$ cat src/rtl/controller_serializer_pkg.sv
// ---------------------------------------------------------------------------
// controller_serializer_pkg
// Shared definitions for the console controller serializer: FSM state
// encoding, default timing/frame parameters, the presence-bit constant and
// the helper that assembles the outgoing frame word.
// ---------------------------------------------------------------------------
package controller_serializer_pkg;

  localparam int   DEBOUNCE_CYCLES_DEFAULT = 250000;  // 10 ms at 25 MHz
  localparam int   FRAME_BITS_DEFAULT      = 8;       // 7 buttons + presence
  localparam int   BTN_COUNT               = 7;
  localparam logic PRESENCE_BIT            = 1'b1;

  // Explicit codes keep the encoding stable for legacy tooling.
  typedef enum logic [1:0] {
    ST_IDLE  = 2'd0,
    ST_LOAD  = 2'd1,
    ST_SHIFT = 2'd2,
    ST_DONE  = 2'd3
  } state_e;

  // Frame word: presence bit on top, button 0 in the LSB (sent first).
  function automatic logic [BTN_COUNT:0] frame_word(input logic [BTN_COUNT-1:0] btns);
    return {PRESENCE_BIT, btns};
  endfunction

endpackage

$ cat src/rtl/btn_debouncer.sv
// ---------------------------------------------------------------------------
// btn_debouncer
// Single-bit debouncer. The accepted level only follows the (already
// synchronized) sample after DEBOUNCE_CYCLES consecutive samples that all
// disagree with it; any agreeing sample restarts the count.
// Ports:
//   clk      - system clock, rising edge
//   reset_n  - asynchronous active-low reset
//   sample   - synchronized raw button level
//   level    - registered debounced level
// ---------------------------------------------------------------------------
module btn_debouncer
  import controller_serializer_pkg::*;
#(
  parameter int DEBOUNCE_CYCLES = DEBOUNCE_CYCLES_DEFAULT
) (
  input  logic clk,
  input  logic reset_n,
  input  logic sample,
  output logic level
);

  localparam int               CNT_W    = $clog2(DEBOUNCE_CYCLES + 1);
  // The sample that makes the run DEBOUNCE_CYCLES long is seen while the
  // counter still holds DEBOUNCE_CYCLES-1, so the counter never wraps.
  localparam logic [CNT_W-1:0] CNT_LAST = CNT_W'(DEBOUNCE_CYCLES - 1);

  logic [CNT_W-1:0] cnt_r;
  logic             level_r;

  assign level = level_r;

  // Count disagreeing samples and accept the new level once the run is long enough
  always_ff @(posedge clk or negedge reset_n) begin
    if (!reset_n) begin
      cnt_r   <= '0;
      level_r <= 1'b0;
    end else if (sample == level_r) begin
      cnt_r   <= '0;
    end else if (cnt_r == CNT_LAST) begin
      level_r <= sample;
      cnt_r   <= '0;
    end else begin
      cnt_r   <= cnt_r + CNT_W'(1);
    end
  end

endmodule

$ cat src/rtl/controller_serializer.sv
// ---------------------------------------------------------------------------
// controller_serializer
// Debounces seven button inputs and serializes them to a game console using
// the console's latch/shift-clock protocol. The frame is {presence, buttons}
// shifted LSB first.
// Ports:
//   clk_25mhz   - sole system clock, rising edge
//   reset_n     - asynchronous active-low reset
//   btn[6:0]    - raw active-high button levels (asynchronous)
//   ctrl_latch  - console latch strobe (asynchronous), high = capture
//   ctrl_clk    - console shift clock (asynchronous), rising edge = next bit
//   ctrl_data   - registered serial data to the console
//   btn_state   - registered debounced button levels
//   frame_done  - one-cycle pulse when the last frame bit has been shifted
// ---------------------------------------------------------------------------
module controller_serializer
  import controller_serializer_pkg::*;
#(
  parameter int DEBOUNCE_CYCLES = DEBOUNCE_CYCLES_DEFAULT,
  parameter int FRAME_BITS      = FRAME_BITS_DEFAULT
) (
  input  logic                 clk_25mhz,
  input  logic                 reset_n,
  input  logic [BTN_COUNT-1:0] btn,
  input  logic                 ctrl_latch,
  input  logic                 ctrl_clk,
  output logic                 ctrl_data,
  output logic [BTN_COUNT-1:0] btn_state,
  output logic                 frame_done
);

  localparam int                   BIT_CNT_W    = $clog2(FRAME_BITS + 1);
  localparam logic [BIT_CNT_W-1:0] BIT_CNT_LAST = BIT_CNT_W'(FRAME_BITS);

  // Synchronizers
  logic [BTN_COUNT-1:0] btn_meta_r;
  logic [BTN_COUNT-1:0] btn_sync_r;
  logic                 latch_meta_r;
  logic                 latch_sync_r;
  logic                 clk_meta_r;
  logic                 clk_sync_r;
  logic                 clk_prev_r;
  logic                 clk_rise_s;

  // Debounced buttons and frame word
  logic [BTN_COUNT-1:0]  btn_state_s;
  logic [FRAME_BITS-1:0] frame_s;

  // FSM and shifter
  state_e                state_r;
  state_e                state_nxt_s;
  logic [FRAME_BITS-1:0] shreg_r;
  logic [FRAME_BITS-1:0] shreg_nxt_s;
  logic [FRAME_BITS-1:0] shifted_s;
  logic [BIT_CNT_W-1:0]  bit_cnt_r;
  logic [BIT_CNT_W-1:0]  bit_cnt_nxt_s;
  logic [BIT_CNT_W-1:0]  bit_cnt_inc_s;
  logic                  ctrl_data_r;
  logic                  data_nxt_s;
  logic                  frame_done_r;
  logic                  done_nxt_s;

  // Two-flop synchronizers for every asynchronous input, plus edge history
  always_ff @(posedge clk_25mhz or negedge reset_n) begin
    if (!reset_n) begin
      btn_meta_r   <= '0;
      btn_sync_r   <= '0;
      latch_meta_r <= 1'b0;
      latch_sync_r <= 1'b0;
      clk_meta_r   <= 1'b0;
      clk_sync_r   <= 1'b0;
      clk_prev_r   <= 1'b0;
    end else begin
      btn_meta_r   <= btn;
      btn_sync_r   <= btn_meta_r;
      latch_meta_r <= ctrl_latch;
      latch_sync_r <= latch_meta_r;
      clk_meta_r   <= ctrl_clk;
      clk_sync_r   <= clk_meta_r;
      clk_prev_r   <= clk_sync_r;
    end
  end

  // Edge is detected on the synchronized value itself so ctrl_data
  // updates on the third system edge after the pin changes.
  assign clk_rise_s = clk_sync_r & ~clk_prev_r;

  for (genvar i = 0; i < BTN_COUNT; i++) begin : g_deb
    btn_debouncer #(
      .DEBOUNCE_CYCLES(DEBOUNCE_CYCLES)
    ) u_deb (
      .clk     (clk_25mhz),
      .reset_n (reset_n),
      .sample  (btn_sync_r[i]),
      .level   (btn_state_s[i])
    );
  end

  assign frame_s       = FRAME_BITS'(frame_word(btn_state_s));
  assign shifted_s     = {1'b0, shreg_r[FRAME_BITS-1:1]};
  assign bit_cnt_inc_s = bit_cnt_r + BIT_CNT_W'(1);

  // Next-state logic: latch high overrides everything, including a coincident shift edge
  always_comb begin
    state_nxt_s   = state_r;
    shreg_nxt_s   = shreg_r;
    bit_cnt_nxt_s = bit_cnt_r;
    data_nxt_s    = 1'b0;
    done_nxt_s    = 1'b0;
    if (latch_sync_r) begin
      state_nxt_s   = ST_LOAD;
      shreg_nxt_s   = frame_s;
      bit_cnt_nxt_s = '0;
      data_nxt_s    = frame_s[0];
    end else begin
      case (state_r)
        ST_IDLE: begin
          data_nxt_s = 1'b0;
        end
        ST_LOAD: begin
          // Latch has fallen: last reload, then start shifting.
          state_nxt_s   = ST_SHIFT;
          shreg_nxt_s   = frame_s;
          bit_cnt_nxt_s = '0;
          data_nxt_s    = frame_s[0];
        end
        ST_SHIFT: begin
          if (clk_rise_s) begin
            shreg_nxt_s   = shifted_s;
            bit_cnt_nxt_s = bit_cnt_inc_s;
            if (bit_cnt_inc_s == BIT_CNT_LAST) begin
              state_nxt_s = ST_DONE;
              done_nxt_s  = 1'b1;
              data_nxt_s  = 1'b0;
            end else begin
              data_nxt_s  = shifted_s[0];
            end
          end else begin
            data_nxt_s = shreg_r[0];
          end
        end
        ST_DONE: begin
          data_nxt_s = 1'b0;
        end
        default: begin
          state_nxt_s   = ST_IDLE;
          shreg_nxt_s   = '0;
          bit_cnt_nxt_s = '0;
        end
      endcase
    end
  end

  // FSM, shifter and registered outputs
  always_ff @(posedge clk_25mhz or negedge reset_n) begin
    if (!reset_n) begin
      state_r      <= ST_IDLE;
      shreg_r      <= '0;
      bit_cnt_r    <= '0;
      ctrl_data_r  <= 1'b0;
      frame_done_r <= 1'b0;
    end else begin
      state_r      <= state_nxt_s;
      shreg_r      <= shreg_nxt_s;
      bit_cnt_r    <= bit_cnt_nxt_s;
      ctrl_data_r  <= data_nxt_s;
      frame_done_r <= done_nxt_s;
    end
  end

  assign ctrl_data  = ctrl_data_r;
  assign btn_state  = btn_state_s;
  assign frame_done = frame_done_r;

endmodule

$ cat config.mk
export PLATFORM = sky130hd
export DESIGN_NAME = controller_serializer
export DESIGN_NICKNAME = d
export VERILOG_FILES = /design/src/rtl/controller_serializer_pkg.sv /design/src/rtl/btn_debouncer.sv /design/src/rtl/controller_serializer.sv
export SDC_FILE = /design/constraint.sdc
export NUM_CORES = 1
export LEC_CHECK = 0
export CAP_MARGIN = 20
export CORE_UTILIZATION = 25
export DETAILED_ROUTE_END_ITERATION = 7
export DONT_BUFFER_PORTS = 1
export PLACE_DENSITY = 0.43
export SETUP_SLACK_MARGIN = 0.4
export SYNTH_ARGS = -nofsm -noshare
export SYNTH_HDL_FRONTEND = slang
export SYNTH_HIERARCHICAL = 1
export SYNTH_SLANG_ARGS = --single-unit
export TNS_END_PERCENT = 30
$ cat constraint.sdc
create_clock -name clk_25mhz -period 2.2 [get_ports clk_25mhz]
set_input_delay 0.33 -clock clk_25mhz [delete_from_list [all_inputs] [get_ports clk_25mhz]]
set_output_delay 0.33 -clock clk_25mhz [all_outputs]
set_load 0.03 [all_outputs]
==> summary.md <==
| Metric | Value |
|---|---|
| Status | `finished with violations` |
| Failing checks | `hold timing` |
| Design Power | `6.45 mW` |
| Final worst slack | `357 ps` |
| Clk slew on worst S/H paths | `70 ps` |
| WL per Instance | `12.8 µm` |
| Root Driver | `clkbuf_16` |
| Dpl ws | `299 ps` |
| FF-to-FF path depth | `4` |
| Synthesized cell area | `8140 µm²` |
| Pin count of the biggest net entering global routing | `169` |
| Comb pwr share | `2.7%` |
| Final setup vio count | `0` |
| Gr usage total | `10.6%` |
| RSZ-0062 raised after global routing | `yes` |
| Global route overflow | `0` |
| Initial DRC count | `320` |
| Worst-Margin Slew | `589 ps` |
| Switching pwr | `1.41 mW` |
| Layout area overhead | `17.9%` |
| Setup_tns | `0 ps` |
| Ys async rst share | `100%` |
| Commonest non-fill, non-tap cell in the layout | `dfrtp_1` |
| Worst Setup End Kind | `flip-flop` |
| Mapped Cells | `773` |
| LEAKAGE | `3.84 nW` |
| WL final | `16,400 µm` |
| Full die area | `33,300 µm²` |
| Reg power frac | `49.6%` |
| Crit path max fanout | `6` |
| H-tree Lvls | `4` |
| Syn Nets | `792` |
| Vias in the first global route | `5,680` |
| Worst vdd ir | `0.502 mV` |
| Netlist cell types | `41` |
| Starting Density | `25.6%` |
| Clk network pwr share | `47.6%` |
| Worst reg2reg path endpoint | `g_deb[1].u_deb/cnt_r[17]` |
| Skew final | `10.9 ps` |
| CTS Hold Bufs | `9` |
| GPL Wtd Cong | `0.732` |
| CP endpoint | `g_deb[1].u_deb/cnt_r[17]` |
| Synthesized flop and latch total | `168` |
| Final Hold Viols | `168` |
| Final hold slack | `-386 ps` |
| YS warnings | `6` |
| Share of layout cells above drive strength 1 | `15.7%` |
| Ant diodes | `0` |
| CP Launch Type | `flip-flop` |
| Commonest non-fill, non-tap cells in the layout | `dfrtp_1, nor2_1, xnor2_1, nand2_1` |
| Area leader, netlist | `dfrtp_1` |
| Remaining antenna violation count | `0` |
| Num rows | `65` |
| Max cap viols | `0` |
| CTS tree | `yes` |
| TritonRoute pass-1 iters | `4` |
| Die Wd | `182 µm` |
| Hpwl dp | `10,500 µm` |
| Arrival @ worst endpoint | `2200 ps` |
| Final Cycle Share | `83.8%` |
| Ys flop type | `dfrtp_1` |
| Die Ht | `182 µm` |
| DP Area | `8760 µm²` |
| Power density over the cells | `672 nW/µm²` |
| Fmax | `542 MHz` |
| Kind of critical path | `flip-flop to flip-flop` |
| R2R Path Start | `g_deb[1].u_deb/cnt_r[8]` |
| Share of the synthesized area in the top cell type | `51.6%` |
| I/O pin count | `20` |
| Max-slew violations | `0` |
| First-pass GRT wire length | `28,500 µm` |
| Core Area | `31,800 µm²` |
| Post-synthesis sequential area ratio | `51.6%` |
| Initial antenna violation count | `0` |
| Post-synth EDFFs | `0` |
| CTS Buf Count | `17` |
| Port bufs | `0` |
| Tmin final | `1840 ps` |
| R2R Setup Slk | `360 ps` |
| Vias | `5,672` |
| Clk sinks | `168` |
| Switching Share | `21.8%` |
| Syn Area/Cell | `10.5 µm²` |
| Slew HR | `60.6%` |
| DR vias/cell | `4.45` |
| Clock Latency Late Sink | `420 ps` |
| Fin area | `9600 µm²` |
| CP required | `2550 ps` |
| Critical path startpoint | `g_deb[1].u_deb/cnt_r[8]` |
| Drt drc | `0` |
| Top post-synthesis cells by area | `dfrtp_1, xnor2_1, nor2_1` |
| Worst hold path type | `input pin to async pin` |
| Int Pwr | `5.04 mW` |
| CTS Buffer Depth | `2` |
| Final #Nets | `845` |
## flip-flops by register name (all words and copies together), names as in the netlist
name and cells:
g_deb.u_deb/cnt_r 126, g_deb.u_deb/level 7, state_r 2, ctrl_data 1, frame_done 1, clk_meta_r 1, clk_sync_r 1, btn_sync_r 7
btn_meta_r 7, clk_prev_r 1, bit_cnt_r 4, latch_sync_r 1, latch_meta_r 1, shreg_r 8
## repair_timing
item,in CTS,in global routing
pin swaps,0,2
buffers inserted,10,5
setup endpoints to repair,132,88
resized for setup,1,7
hold endpoints to repair,177,168
## cells by family (layout without fill, tap and decap cells)
group	count (synthesis)	count (layout)	synth area share, %
and+or+nand+nor	392	392	25.8
buffers and inverters	31	97	2.26
xor gates and xnor gates	107	107	11.5
DFF	168	168	51.6
adders and majority gates	8	8	1.23
AOI/OAI and AO/OA	53	53	5.73
muxes	14	14	1.83
## stage by stage
step | cells | utilization [%]
2_1_floorplan | 773 | -
3_3_place_gp | 1218 | 27.5
3_5_place_dp | 1218 | 27.5
4_1_cts | 1269 | 30.0
5_1_grt | 1274 | 30.2
6_report | 1274 | 30.2
## worst min-delay path by stage
stage                        from                       end  slack, ps  cells past startpoint
after floorplan           reset_n              bit_cnt_r[0]         30                      0
after global placement    reset_n  g_deb[5].u_deb/cnt_r[17]         50                      0
after detailed placement  reset_n      g_deb[5].u_deb/level         50                      0
after CTS                 reset_n  g_deb[5].u_deb/cnt_r[12]       -420                      0
after global routing      reset_n  g_deb[5].u_deb/cnt_r[12]       -430                      0
final                     reset_n  g_deb[5].u_deb/cnt_r[12]       -390                      0
## power by group through the flow
stage	sequential, mW	clock, mW	combinational [mW]
global route	3.21	3.30	0.203
floorplan	3.24	0	0.142
CTS	3.20	3.19	0.182
finish	3.20	3.07	0.177
global placement	3.26	0	0.169
detailed placement	3.26	0	0.168
## cells in the mapped netlist (all sizes together) (2+ instances only)
library cell and n:
and4 7, mux2i 7, a21oi 16, nor3 15, and3 7, xor2 36
nor4 49, clkbuf 7, nand2b 8, or3 7, nor2 130, dfrtp 168
o41ai 7, o21ai 25, buf 10, nand3 51, or4 14, inv 14
nor2b 2, mux2 7, ha 8, nand4 42, nand2 56, xnor2 71
## worst max-delay path: stages (launching register included)
cell	delay, ps
dfrtp_1	470
nand4_2	220
or4_1	600
or3_1	350
a21oi_2	130
## routing by layer
metal	up-vias	routed length, µm	track usage, %
met2	45	7440	16.4
met3	12	444	2.51
met1	2770	8270	14.4
li1	2845	-	-
met4	0	199	3.56
met5	-	0	0
## final cells by class
type	count	area [µm²]
tap	435	544
timing repair buffer	51	405
clock inverter	12	150
sequential	168	4210
inverter	14	52.6
fill	3264	22200
clock buffer	20	447
multi-input combinational	574	3790
Note: power is estimated with default switching activity, not from simulation.
